### src/rtl/frame_sequencer_pkg.sv
// Shared definitions for the vector display frame sequencer: point-word
// field layout, sequencer state encoding and default timing constants.
package vector_pkg;

    // Point word layout as delivered by the point buffer
    localparam int PT_W     = 25;
    localparam int BEAM_BIT = 24;
    localparam int X_HI     = 23;
    localparam int X_LO     = 12;
    localparam int Y_HI     = 11;
    localparam int Y_LO     = 0;

    // Default geometry and timing
    localparam int DEF_ADDR_W     = 11;
    localparam int DEF_COORD_W    = 12;
    localparam int DEF_OFF_SETTLE = 16;
    localparam int DEF_ON_SETTLE  = 4;
    localparam int DEF_MIN_FRAME  = 200000;
    localparam int DEF_WDOG       = 65535;

    // Internal counter widths
    localparam int TIMER_W  = 24;
    localparam int SETTLE_W = 16;

    typedef enum logic [3:0] {
        IDLE,
        FETCH,
        LATCH,
        WAIT_RDY,
        OFF_WAIT,
        ON_WAIT,
        ISSUE,
        FRAME_END,
        HOLDOFF
    } seq_state_t;

endpackage

### src/rtl/frame_sequencer_if.sv
// Drawer-side handshake: target coordinates, draw strobe, beam enable out
// to the DAC controller and its ready indication back.
interface frame_sequencer_if
    import vector_pkg::*;
#(
    parameter int COORD_W = DEF_COORD_W
);
    logic [COORD_W-1:0] x;
    logic [COORD_W-1:0] y;
    logic               draw;
    logic               beam;
    logic               ready;

    modport master (output x, output y, output draw, output beam, input ready);
    modport slave  (input x, input y, input draw, input beam, output ready);
endinterface

### src/rtl/frame_sequencer_beam_watchdog.sv
// Counts consecutive cycles the beam is lit while the drawer is stalled and
// raises a sticky fault when the limit is hit, protecting the phosphor.
module beam_watchdog
    import vector_pkg::*;
#(
    parameter int WDOG = DEF_WDOG
) (
    input  logic clk,
    input  logic reset,
    input  logic beam,
    input  logic ready,
    output logic trip,
    output logic fault
);
    localparam int WD_W = $clog2(WDOG + 1);
    localparam logic [WD_W-1:0] WD_LAST = WD_W'(WDOG - 1);

    logic [WD_W-1:0] count;

    // trip fires during the WDOG-th consecutive stalled lit cycle so the
    // sequencer can kill the beam on the same edge the fault is latched
    assign trip = beam && !ready && (count == WD_LAST);

    // stall counter restarts whenever the beam is dark or the drawer moves
    always_ff @(posedge clk) begin
        if (reset) begin
            count <= '0;
            fault <= 1'b0;
        end else begin
            fault <= fault | trip;
            if (beam && !ready && !trip) count <= count + 1'b1;
            else                         count <= '0;
        end
    end
endmodule

### src/rtl/frame_sequencer.sv
// Walks one frame of points from the point buffer, issues one draw per point
// to the DAC controller, settles the beam around blanked moves, enforces a
// minimum frame period and cuts the beam on a drawer stall.
module frame_sequencer
    import vector_pkg::*;
#(
    parameter int ADDR_W     = DEF_ADDR_W,
    parameter int COORD_W    = DEF_COORD_W,
    parameter int OFF_SETTLE = DEF_OFF_SETTLE,
    parameter int ON_SETTLE  = DEF_ON_SETTLE,
    parameter int MIN_FRAME  = DEF_MIN_FRAME,
    parameter int WDOG       = DEF_WDOG
) (
    input  logic              clk,
    input  logic              reset,
    input  logic              frame_ready,
    input  logic [ADDR_W-1:0] num_pts,
    output logic [ADDR_W-1:0] rd_addr,
    input  logic [PT_W-1:0]   rd_data,
    output logic              frame_done,
    output logic              busy,
    output logic              fault,
    frame_sequencer_if.master dac
);
    localparam logic [TIMER_W-1:0] HOLD_LAST = TIMER_W'(MIN_FRAME - 1);

    seq_state_t          state, next_state;
    logic [ADDR_W-1:0]   ptr, next_ptr;
    logic [ADDR_W-1:0]   num_q, next_num;
    logic [ADDR_W-1:0]   next_rd_addr;
    logic [PT_W-1:0]     pt, next_pt;
    logic [COORD_W-1:0]  x_q, next_x;
    logic [COORD_W-1:0]  y_q, next_y;
    logic                beam_q, next_beam;
    logic                next_busy;
    logic                next_frame_done;
    logic [TIMER_W-1:0]  timer, next_timer;
    logic [SETTLE_W-1:0] settle, next_settle;
    logic [ADDR_W-1:0]   ptr_inc;
    logic                trip;

    assign ptr_inc  = ptr + ADDR_W'(1);
    assign dac.x    = x_q;
    assign dac.y    = y_q;
    assign dac.beam = beam_q;
    assign dac.draw = (state == ISSUE);

    beam_watchdog #(.WDOG(WDOG)) u_watchdog (
        .clk   (clk),
        .reset (reset),
        .beam  (beam_q),
        .ready (dac.ready),
        .trip  (trip),
        .fault (fault)
    );

    // state and datapath registers; reset drops the beam on the next edge
    always_ff @(posedge clk) begin
        if (reset) begin
            state      <= IDLE;
            ptr        <= '0;
            num_q      <= '0;
            rd_addr    <= '0;
            pt         <= '0;
            x_q        <= '0;
            y_q        <= '0;
            beam_q     <= 1'b0;
            busy       <= 1'b0;
            frame_done <= 1'b0;
            timer      <= '0;
            settle     <= '0;
        end else begin
            state      <= next_state;
            ptr        <= next_ptr;
            num_q      <= next_num;
            rd_addr    <= next_rd_addr;
            pt         <= next_pt;
            x_q        <= next_x;
            y_q        <= next_y;
            beam_q     <= next_beam;
            busy       <= next_busy;
            frame_done <= next_frame_done;
            timer      <= next_timer;
            settle     <= next_settle;
        end
    end

    // next-state logic: point walk, beam settling, frame holdoff, stall abort
    always_comb begin
        next_state      = state;
        next_ptr        = ptr;
        next_num        = num_q;
        next_rd_addr    = rd_addr;
        next_pt         = pt;
        next_x          = x_q;
        next_y          = y_q;
        next_beam       = beam_q;
        next_busy       = busy;
        next_frame_done = 1'b0;
        next_settle     = settle;
        next_timer      = timer;

        if (state != IDLE && timer != {TIMER_W{1'b1}}) next_timer = timer + 1'b1;

        case (state)
            IDLE: begin
                next_beam = 1'b0;
                if (frame_ready && !fault) begin
                    next_num     = num_pts;
                    next_ptr     = '0;
                    next_rd_addr = '0;
                    next_timer   = '0;
                    next_busy    = 1'b1;
                    next_state   = (num_pts == '0) ? FRAME_END : FETCH;
                end
            end
            FETCH: next_state = LATCH;
            LATCH: begin
                next_pt    = rd_data;
                next_state = WAIT_RDY;
            end
            WAIT_RDY: begin
                if (dac.ready) begin
                    if (!pt[BEAM_BIT] && beam_q) begin
                        next_beam   = 1'b0;
                        next_settle = SETTLE_W'(OFF_SETTLE);
                        next_state  = OFF_WAIT;
                    end else if (pt[BEAM_BIT] && !beam_q) begin
                        next_beam   = 1'b1;
                        next_settle = SETTLE_W'(ON_SETTLE);
                        next_state  = ON_WAIT;
                    end else begin
                        next_state = ISSUE;
                    end
                end
            end
            OFF_WAIT, ON_WAIT: begin
                if (settle != '0) next_settle = settle - 1'b1;
                if (settle <= SETTLE_W'(1)) next_state = ISSUE;
            end
            ISSUE: begin
                next_ptr     = ptr_inc;
                next_rd_addr = ptr_inc;
                next_state   = (ptr_inc == num_q) ? FRAME_END : FETCH;
            end
            FRAME_END: begin
                if (dac.ready) begin
                    next_beam       = 1'b0;
                    next_frame_done = 1'b1;
                    next_state      = HOLDOFF;
                end
            end
            HOLDOFF: begin
                next_beam = 1'b0;
                if (timer >= HOLD_LAST) begin
                    next_busy  = 1'b0;
                    next_state = IDLE;
                end
            end
            default: next_state = IDLE;
        endcase

        if (trip) begin
            next_state = IDLE;
            next_beam  = 1'b0;
            next_busy  = 1'b0;
        end

        if (next_state == ISSUE) begin
            next_x = COORD_W'(pt[X_HI:X_LO]);
            next_y = COORD_W'(pt[Y_HI:Y_LO]);
        end
    end
endmodule

### src/flat_wrapper.sv
// flat-port wrapper written by rule: the top's interface ports become plain ports
module frame_sequencer_flat import vector_pkg::*;
#(
    parameter int ADDR_W     = DEF_ADDR_W,
    parameter int COORD_W    = DEF_COORD_W,
    parameter int OFF_SETTLE = DEF_OFF_SETTLE,
    parameter int ON_SETTLE  = DEF_ON_SETTLE,
    parameter int MIN_FRAME  = DEF_MIN_FRAME,
    parameter int WDOG       = DEF_WDOG
)
  (clk, reset, frame_ready, num_pts, rd_addr, rd_data, frame_done, busy, fault, dac_x, dac_y, dac_draw, dac_beam, dac_ready);
  frame_sequencer_if #(.COORD_W(COORD_W)) dac_i ();
  input  logic clk;
  input  logic reset;
  input  logic frame_ready;
  input  logic [ADDR_W-1:0] num_pts;
  output logic [ADDR_W-1:0] rd_addr;
  input  logic [PT_W-1:0] rd_data;
  output logic frame_done;
  output logic busy;
  output logic fault;
  output wire logic [$bits(dac_i.x)-1:0] dac_x;
  output wire logic [$bits(dac_i.y)-1:0] dac_y;
  output wire logic [$bits(dac_i.draw)-1:0] dac_draw;
  output wire logic [$bits(dac_i.beam)-1:0] dac_beam;
  input wire logic [$bits(dac_i.ready)-1:0] dac_ready;
  assign dac_x = dac_i.x;
  assign dac_y = dac_i.y;
  assign dac_draw = dac_i.draw;
  assign dac_beam = dac_i.beam;
  assign dac_i.ready = dac_ready;
  frame_sequencer #(.ADDR_W(ADDR_W), .COORD_W(COORD_W), .OFF_SETTLE(OFF_SETTLE), .ON_SETTLE(ON_SETTLE), .MIN_FRAME(MIN_FRAME), .WDOG(WDOG)) u_core (.clk(clk), .reset(reset), .frame_ready(frame_ready), .num_pts(num_pts), .rd_addr(rd_addr), .rd_data(rd_data), .frame_done(frame_done), .busy(busy), .fault(fault), .dac(dac_i));
endmodule
### config.mk
export PLATFORM = sky130hd
export DESIGN_NAME = frame_sequencer_flat
export DESIGN_NICKNAME = d
export VERILOG_FILES = /design/src/rtl/frame_sequencer_pkg.sv /design/src/rtl/frame_sequencer_if.sv /design/src/rtl/frame_sequencer_beam_watchdog.sv /design/src/rtl/frame_sequencer.sv /design/src/flat_wrapper.sv
export SDC_FILE = /design/constraint.sdc
export NUM_CORES = 1
export LEC_CHECK = 0
export BUFFER_PORTS_ARGS = -buffer_cell sky130_fd_sc_hd__buf_2
export CORE_AREA = 8 8 149 95
export CTS_BUF_LIST = sky130_fd_sc_hd__clkbuf_8
export DETAILED_ROUTE_END_ITERATION = 8
export DIE_AREA = 0 0 157 103
export PLACE_DENSITY = 0.85
export SYNTH_ARGS = -nofsm -noshare
export SYNTH_HDL_FRONTEND = slang
export SYNTH_HIERARCHICAL = 1
export SYNTH_SLANG_ARGS = --single-unit
### constraint.sdc
create_clock -name clk -period 4.4 [get_ports clk]
set_clock_uncertainty 0.2 [all_clocks]
set_input_delay 0.88 -clock clk [delete_from_list [all_inputs] [get_ports clk]]
set_output_delay 0.88 -clock clk [all_outputs]
set_load 0.1 [all_outputs]
==> flow_metrics.tcl, run 1 <==
set metrics [dict create \
    status "finished, final reports clean" \
    drc 0 \
    hpwl_mm 10.83 \
    ctsLongestPathBuffers 2 \
    finalMaxSlewViolations 0 \
    worstSetupStartpoint "u_core/settle[4]" \
    worstPathArrival_ns 3.79 \
    finalHoldViolCount 0 \
    wl_per_cell_um 15.33 \
    setup_viol 0 \
    finalCritPeriodShare_pct 83.64 \
    syn_area_um2 6427 \
    wirelength_mm 15.85 \
    yosys.area.top_type "dfxtp_1" \
    yosysSeqAreaShare_pct 42.05 \
    place_congestion 0.8483 \
    grt_max_degree 82 \
    layout.cells.non_filler 1034 \
    tightest_slew_ns 1.031 \
    crit_type "reg2reg" \
    syn-num-nets 849 \
    power_density_nw_per_um2 350.2 \
    ant_nets 0 \
    final.setup.worst_slack_ns 0.7197 \
    slowest_delay_ns 0.95 \
    ctsHoldBuffers 0 \
    peakVddDrop_mv 0.2410 \
    die_x_um 157 \
    synthFlopType "dfxtp_1" \
    worstPathRequired_ns 4.51 \
    drtPass1Iterations 5 \
    crit_chain "nor4_2 -> nand4_1 -> o31ai_4 -> nand2_1 -> o21ai_1 -> a21oi_1" \
    vias 5941 \
    reg2reg_from "u_core/settle[4]" \
    crit_family "simple AND/OR/NAND/NOR gates" \
    port_buffers 79 \
    num_antenna_cells 0 \
    finalSetupTns_ns 0 \
    start_util_pct 54.33 \
    cts_sinks 135 \
    grt_pass1_wl_mm 25.88 \
    synthTopCellsByArea "dfxtp_1, a21oi_1, nand2_1, nor2_1, xnor2_1" \
    antenna_found_initial 0 \
    yosys_warnings 6 \
    drv_cap 0 \
    min_from "u_core/pt[3]" \
    gr-usage-all-layers_pct 19.78 \
    maxSlewHeadroom_pct 31.25 \
    cp_max_fo 26 \
    cts_root_buffer "clkbuf_8" \
    synth_seq_cells 135 \
    min_period_ns 3.680 \
    cts_max_level 4 \
    first_global_vias 5368 \
    placementRows 31 \
    syn2layout_area_growth_pct 12.73 \
    layout-drive-gt1-share_pct 16.11 \
    postCtsSetupRepairBufs 0 \
    avgSynthCellArea_um2 8.034 \
    place_ws_ns 0.8463 \
    timing.fmax_mhz 271.7 \
    synthArstFlopShare_pct 0 \
    ios 80 \
    cts.clk_slew.worst_paths_ns 0.09 \
    die_h_um 103 \
    rsz0062_at_grt "no" \
    netlist-cell-type-count 72 \
    gr-total-overflow 0 \
    final_nets 905 \
    vias_per_cell 5.746 \
    numCtsBuffers 17 \
    dieArea_um2 16170 \
    first_iter_violations 510 \
    cts_resized 0 \
    yosys.area.top_type_share_pct 42.05 \
    crit_path_end_kind "register" \
    hp-class "reg2reg" \
    cp-start-kind "register" \
    insertion_delay_ns 0.45 \
    dp_cells 1002 \
    synth_edf_count 0 \
    slowest_stage "o31ai_4" \
    p_leak_nw 2.625 \
    core_um2 11830 \
    crit_buf_inv 0 \
    cts_tree "yes" \
    synthCells 800 \
]
state kept, by name (all words and copies together), names as in the netlist:
name and cells:
u_core/timer 24, u_core/dac.beam 1, u_core/num_q 11, u_core/dac.x 12, u_core/settle 16, u_core/busy 1, u_core/dac.y 12, u_core/ptr 11
u_core/frame_done 1, u_core/state 4, u_core/pt 25, u_core/u_watchdog/fault 1, u_core/u_watchdog/count 16
where the power goes:
part / switching [mW] / internal (mW) / total, mW / leakage [nW]
registers: 0.0304 / 1.26 / 1.29 / 1.09
logic: 0.182 / 0.0765 / 0.259 / 1.34
clock network: 0.570 / 0.422 / 0.993 / 0.190
cells in the final DEF (no fill, tap or decap), types with 4 or more instances in the layout:
| cell type | count |
|---|---|
| nor3_1 | 21 |
| buf_2 | 79 |
| or4_1 | 6 |
| nand4_1 | 32 |
| o211ai_1 | 5 |
| or2_2 | 7 |
| dfxtp_1 | 135 |
| and4_1 | 4 |
| xnor2_1 | 25 |
| o21ai_0 | 24 |
| or3_1 | 12 |
| nor2b_1 | 4 |
| and3_1 | 8 |
| clkbuf_8 | 17 |
| nor4_1 | 15 |
| nand2b_1 | 5 |
| xor2_1 | 19 |
| mux2i_1 | 4 |
| inv_1 | 17 |
| buf_4 | 5 |
| nand2_1 | 114 |
| nor2_1 | 77 |
| o21ai_1 | 25 |
| nand3_1 | 25 |
| a21oi_1 | 97 |
| inv_6 | 7 |
| ha_1 | 9 |
area by class of cell:
class	instances	area, um2
fillers	1057	4584
multi-input cells	600	3451
flip-flops and latches	135	2703
repair buffers	84	432.9
clock buffers	17	234.0
well taps	165	206.4
clock inverters	15	151.4
inverters	18	67.56
Yosys cell counts, types with 15 or more instances:
library cell / count
dfxtp_1: 135
nand2_1: 114
a21oi_1: 97
nor2_1: 77
clkbuf_1: 32
nand4_1: 32
nand3_1: 25
o21ai_1: 25
xnor2_1: 25
o21ai_0: 24
nor3_1: 21
xor2_1: 19
inv_1: 17
nor4_1: 15
through the flow:
stage	hold slack [ns]	cell area (um2)	power [mW]	utilization [%]
floorplan	0.2367	6427	1.500	-
global placement	0.2427	6860	1.563	57.99
detailed placement	0.2473	6860	1.568	57.99
CTS	0.2623	7246	2.557	61.25
global route	0.2803	7246	2.647	61.25
finish	0.2616	7246	2.537	61.25
path summary, 6_finish.rpt:
check / slack (ns) / end / cells past startpoint
min: 0.26 / u_core/pt[3] / 2
min reg2reg: 0.26 / u_core/pt[3] / 2
max: 0.72 / u_core/dac.x[10] / 6
max reg2reg: 0.72 / u_core/dac.x[10] / 6
routing by layer:
| layer | share of wire (%) | up-vias | global-route usage, % |
|---|---|---|---|
| li1 | - | 2944 | - |
| met1 | 48 | 2786 | 27.88 |
| met2 | 43 | 197 | 29.49 |
| met3 | 7.6 | 14 | 4.897 |
| met4 | 1.0 | 0 | 5.364 |
| met5 | 0 | - | 0 |
logic make-up (layout without fill, tap and decap cells):
| kind of cell | count (synthesis) | count (layout) | share of synthesized area [%] |
|---|---|---|---|
| buf+inv | 65 | 134 | 4.263 |
| compound gates | 188 | 188 | 17.23 |
| xor+xnor | 44 | 44 | 5.996 |
| flops | 135 | 135 | 42.05 |
| simple gates | 355 | 355 | 28.09 |
| fa+ha+maj | 9 | 9 | 1.752 |
| mux | 4 | 4 | 0.6230 |
tightest hold or removal path: stages (launching register included):
cell and delay, ns:
dfxtp_1 0.32, nand2_1 0.05, a21oi_1 0.05
Power figures use the tool's default switching activity.
==> run 2: changes to the inputs <==
==> constraint.sdc (replaced) <==
create_clock -name clk -period 3.4 [get_ports clk]
set_clock_uncertainty 0.2 [all_clocks]
set_input_delay 0.68 -clock clk [delete_from_list [all_inputs] [get_ports clk]]
set_output_delay 0.68 -clock clk [all_outputs]
set_load 0.1 [all_outputs]
==> flow_metrics.tcl, run 2 (synthesis results as in run 1) <==
set metrics [dict create \
    status "finished, final reports clean" \
    first_iter_violations 541 \
    drtPass1Iterations 6 \
    gr-total-overflow 0 \
    die_x_um 157 \
    rsz0062_at_grt "no" \
    port_buffers 79 \
    drv_cap 0 \
    crit_type "reg2out" \
    layout_common_cells "dfxtp_1, nand2_1, a21oi_1, buf_2, nor2_1" \
    hp-class "in2reg" \
    antenna_found_initial 0 \
    ctsLongestPathBuffers 2 \
    postCtsSetupRepairBufs 0 \
    ios 80 \
    finalMaxSlewViolations 0 \
    mostFrequentLayoutCell "dfxtp_1" \
    timing.fmax_mhz 321.2 \
    min_period_ns 3.114 \
    cp-start-kind "register" \
    vias 6034 \
    numCtsBuffers 17 \
    finalHoldViolCount 0 \
    p_leak_nw 2.683 \
    ctsHoldBuffers 0 \
    core_um2 11830 \
    final_nets 911 \
    whs_ns 0.2610 \
    peakVddDrop_mv 0.2517 \
    cts_max_level 4 \
    cts_root_buffer "clkbuf_8" \
    grt_pass1_wl_mm 26.48 \
    layout.cells.non_filler 1040 \
    wirelength_mm 16.01 \
    worstPathArrival_ns 2.23 \
    cts_tree "yes" \
    place_area_um2 6905 \
    finalCritPeriodShare_pct 91.58 \
    largest_reg_flops 25 \
    fin_area_um2 7333 \
    regMostFlops "u_core/pt" \
    grt_max_degree 55 \
    power_density_nw_per_um2 470.7 \
    final.setup.worst_slack_ns 0.2864 \
    die_h_um 103 \
    fill_cells 1017 \
    placementRows 31 \
    hpwl_mm 10.96 \
    crit_path_end_kind "output port" \
    cp_max_fo 12 \
    layout-drive-gt1-share_pct 16.69 \
    setup_viol 0 \
    cts_sinks 135 \
    maxSlewHeadroom_pct 31.46 \
    insertion_delay_ns 0.45 \
    reg_top3 "u_core/pt (25), u_core/timer (24)" \
    syn2layout_area_growth_pct 14.09 \
    num_antenna_cells 0 \
    tightest_slew_ns 1.028 \
    finalSetupTns_ns 0 \
    place_ws_ns 0.4023 \
    cts.clk_slew.worst_paths_ns 0.09 \
    cts_resized 0 \
    first_global_vias 5473 \
    ant_nets 0 \
    drc 0 \
    place_congestion 0.8699 \
    wl_per_cell_um 15.39 \
    vias_per_cell 5.802 \
    gr-usage-all-layers_pct 20.16 \
    start_util_pct 54.33 \
    dp_cells 1008 \
    dieArea_um2 16170 \
    worstPathRequired_ns 2.52 \
]
## run 2: changes by cell type in the layout (fill, tap and decap cells not counted)
cell,delta
clkinvlp_4,-2
inv_8,+2
bufinv_16,+2
clkinv_4,-1
clkinv_8,-1
buf_4,+6
## run 2: critical path, stage by stage, from the launching register on
cell and delay, ns:
dfxtp_1 0.42, inv_1 0.34, nand4_1 0.44, clkinv_1 0.15, buf_2 0.44
## run 2: power by group
part           switching, mW  internal [mW]
combinational          0.242          0.109
clock                  0.738          0.699
sequential            0.0391           1.62
## run 2: routing by layer
metal / vias to the layer above / wire length (um) / track usage, %
li1: 2966 / - / -
met1: 2787 / 7688 / 28.66
met2: 251 / 6756 / 28.46
met3: 30 / 1294 / 4.981
met4: 0 / 270 / 8.229
met5: - / 0 / 0
## run 2: worst paths after layout
check | to | slack, ns | start | cells after the start
hold / removal | u_core/pt[18] | 0.26 | rd_data[18] | 3
setup / recovery | dac_draw | 0.29 | u_core/state[3] | 4
setup reg to reg | u_core/dac.x[6] | 0.38 | u_core/settle[4] | 7
hold reg to reg | u_core/pt[2] | 0.26 | u_core/pt[2] | 2
## run 2: layout make-up
type                            count  area, um2  share of cell area (%)
Timing Repair Buffer               90      478.0                   6.518
Clock inverter                     15      193.9                   2.645
Sequential cell                   135       2703                   36.85
Tap cell                          165      206.4                   2.815
Multi-Input combinational cell    600       3451                   47.06
Inverter                           18      67.56                  0.9213
Clock buffer                       17      234.0                   3.191
## run 2: stage by stage
step / utilization [%] / power (mW)
3_3_place_gp: 58.37 / 2.032
4_1_cts: 61.99 / 3.458
5_1_grt: 61.99 / 3.592
3_5_place_dp: 58.37 / 2.039
6_report: 61.99 / 3.451
2_1_floorplan: - / 1.941
==> run 3: changes to the inputs <==
--- a/config.mk
+++ b/config.mk
@@ -10,7 +10,8 @@
 export CTS_BUF_LIST = sky130_fd_sc_hd__clkbuf_8
 export DETAILED_ROUTE_END_ITERATION = 8
 export DIE_AREA = 0 0 157 103
-export PLACE_DENSITY = 0.85
+export MAX_ROUTING_LAYER = met4
+export PLACE_DENSITY = 0.86
 export SYNTH_ARGS = -nofsm -noshare
 export SYNTH_HDL_FRONTEND = slang
 export SYNTH_HIERARCHICAL = 1
==> flow_metrics.tcl, run 3 (synthesis results as in run 1) <==
set metrics [dict create \
    multiInputGateArea_um2 3451 \
    wl_met1_mm 7.576 \
    layout.area.seq_um2 2703 \
    drtPass1Iterations 5 \
    vias_per_cell 5.763 \
    ios 80 \
    worstPathArrival_ns 2.25 \
    antenna_found_initial 0 \
    placementRows 31 \
    vias 5994 \
    drc 0 \
    worstPathRequired_ns 2.52 \
    start_util_pct 54.33 \
    ant_nets 0 \
    tightest_slew_ns 1.059 \
    mostFrequentLayoutCell "dfxtp_1" \
    place_ws_ns 0.4720 \
    hp-class "in2reg" \
    layout_common_cells "dfxtp_1, nand2_1, a21oi_1, buf_2, nor2_1" \
    wl_met2_mm 6.764 \
    insertion_delay_ns 0.45 \
    drv_cap 0 \
    ctsLongestPathBuffers 2 \
    num_antenna_cells 0 \
    gr-total-overflow 0 \
    power_density_nw_per_um2 469.3 \
    top_layer_used "met4" \
    crit_type "reg2out" \
    final.setup.worst_slack_ns 0.2657 \
    grt_max_degree 44 \
    first_iter_violations 501 \
    rsz0062_at_grt "no" \
    first_global_vias 5414 \
    place_congestion 0.8908 \
    fill_cells 1002 \
    die_x_um 157 \
    core_um2 11830 \
    whs_ns 0.2476 \
    hpwl_mm 10.87 \
    min_period_ns 3.134 \
    regMostFlops "u_core/pt" \
    maxSlewHeadroom_pct 29.41 \
    numCtsBuffers 17 \
    cts_tree "yes" \
    port_buffers 79 \
    postCtsSetupRepairBufs 0 \
    p_leak_nw 2.679 \
    grt_pass1_wl_mm 26.02 \
    layout-drive-gt1-share_pct 16.69 \
    cts_resized 0 \
    reg_top3 "u_core/pt (25), u_core/timer (24)" \
    finalCritPeriodShare_pct 92.19 \
    die_h_um 103 \
    syn2layout_area_growth_pct 14.07 \
    setup_viol 0 \
    timing.fmax_mhz 319.0 \
    dieArea_um2 16170 \
    wl_per_cell_um 15.19 \
    fin_util_pct 61.98 \
    finalMaxSlewViolations 0 \
    wl_met3_mm 1.262 \
    layout.cells.non_filler 1040 \
    finalHoldViolCount 0 \
    cp-start-kind "register" \
    wirelength_mm 15.80 \
    dp_cells 1008 \
    cts_root_buffer "clkbuf_8" \
    finalSetupTns_ns 0 \
    crit_path_end_kind "output port" \
    cts_sinks 135 \
    cp_max_fo 12 \
    status "finished, final reports clean" \
    peakVddDrop_mv 0.2922 \
    cts.clk_slew.worst_paths_ns 0.10 \
    gr-usage-all-layers_pct 20.29 \
    final_nets 911 \
    largest_reg_flops 25 \
    cts_max_level 4 \
    ctsHoldBuffers 0 \
]
run 3: cell types whose count changed in the layout (fill, tap and decap cells not counted), sizes merged:
cell	delta
inv	-1
clkinvlp	+1
run 3: area by class of cell:
class / count / share of cell area [%]
inverter: 18 / 0.9215
clock inverter: 15 / 2.628
clock buffer: 17 / 3.191
timing repair buffer: 90 / 6.519
multi-input combinational: 600 / 47.06
sequential: 135 / 36.86
tap: 165 / 2.816
run 3: worst paths after layout:
check	slack [ns]	cells past startpoint	end	from
setup / recovery	0.27	4	dac_draw	u_core/state[3]
hold / removal	0.25	3	u_core/pt[15]	rd_data[15]
setup reg to reg	0.37	7	u_core/dac.y[6]	u_core/settle[4]
hold reg to reg	0.26	2	u_core/pt[4]	u_core/pt[4]
run 3: metrics by stage:
stage,power (mW),instance area [um2]
floorplan,1.941,6427
global placement,2.032,6905
detailed placement,2.039,6905
CTS,3.460,7332
global route,3.581,7332
finish,3.441,7332
run 3: critical path: stages, from the launching register on:
cell and delay, ns:
dfxtp_1 0.42, inv_1 0.34, nand4_1 0.43, clkinv_1 0.17, buf_2 0.44
run 3: layer usage:
layer / GRT usage (%) / up-vias
met5: - / -
met4: 7.421 / 0
met3: 4.730 / 17
met2: 28.59 / 249
met1: 27.75 / 2767
li1: - / 2961
run 3: report_power, final:
group	total [mW]	internal [mW]	switching (mW)
Combinational	0.350	0.109	0.241
Clock	1.43	0.695	0.733
Sequential	1.66	1.62	0.0382
Total	3.44	2.43	1.01
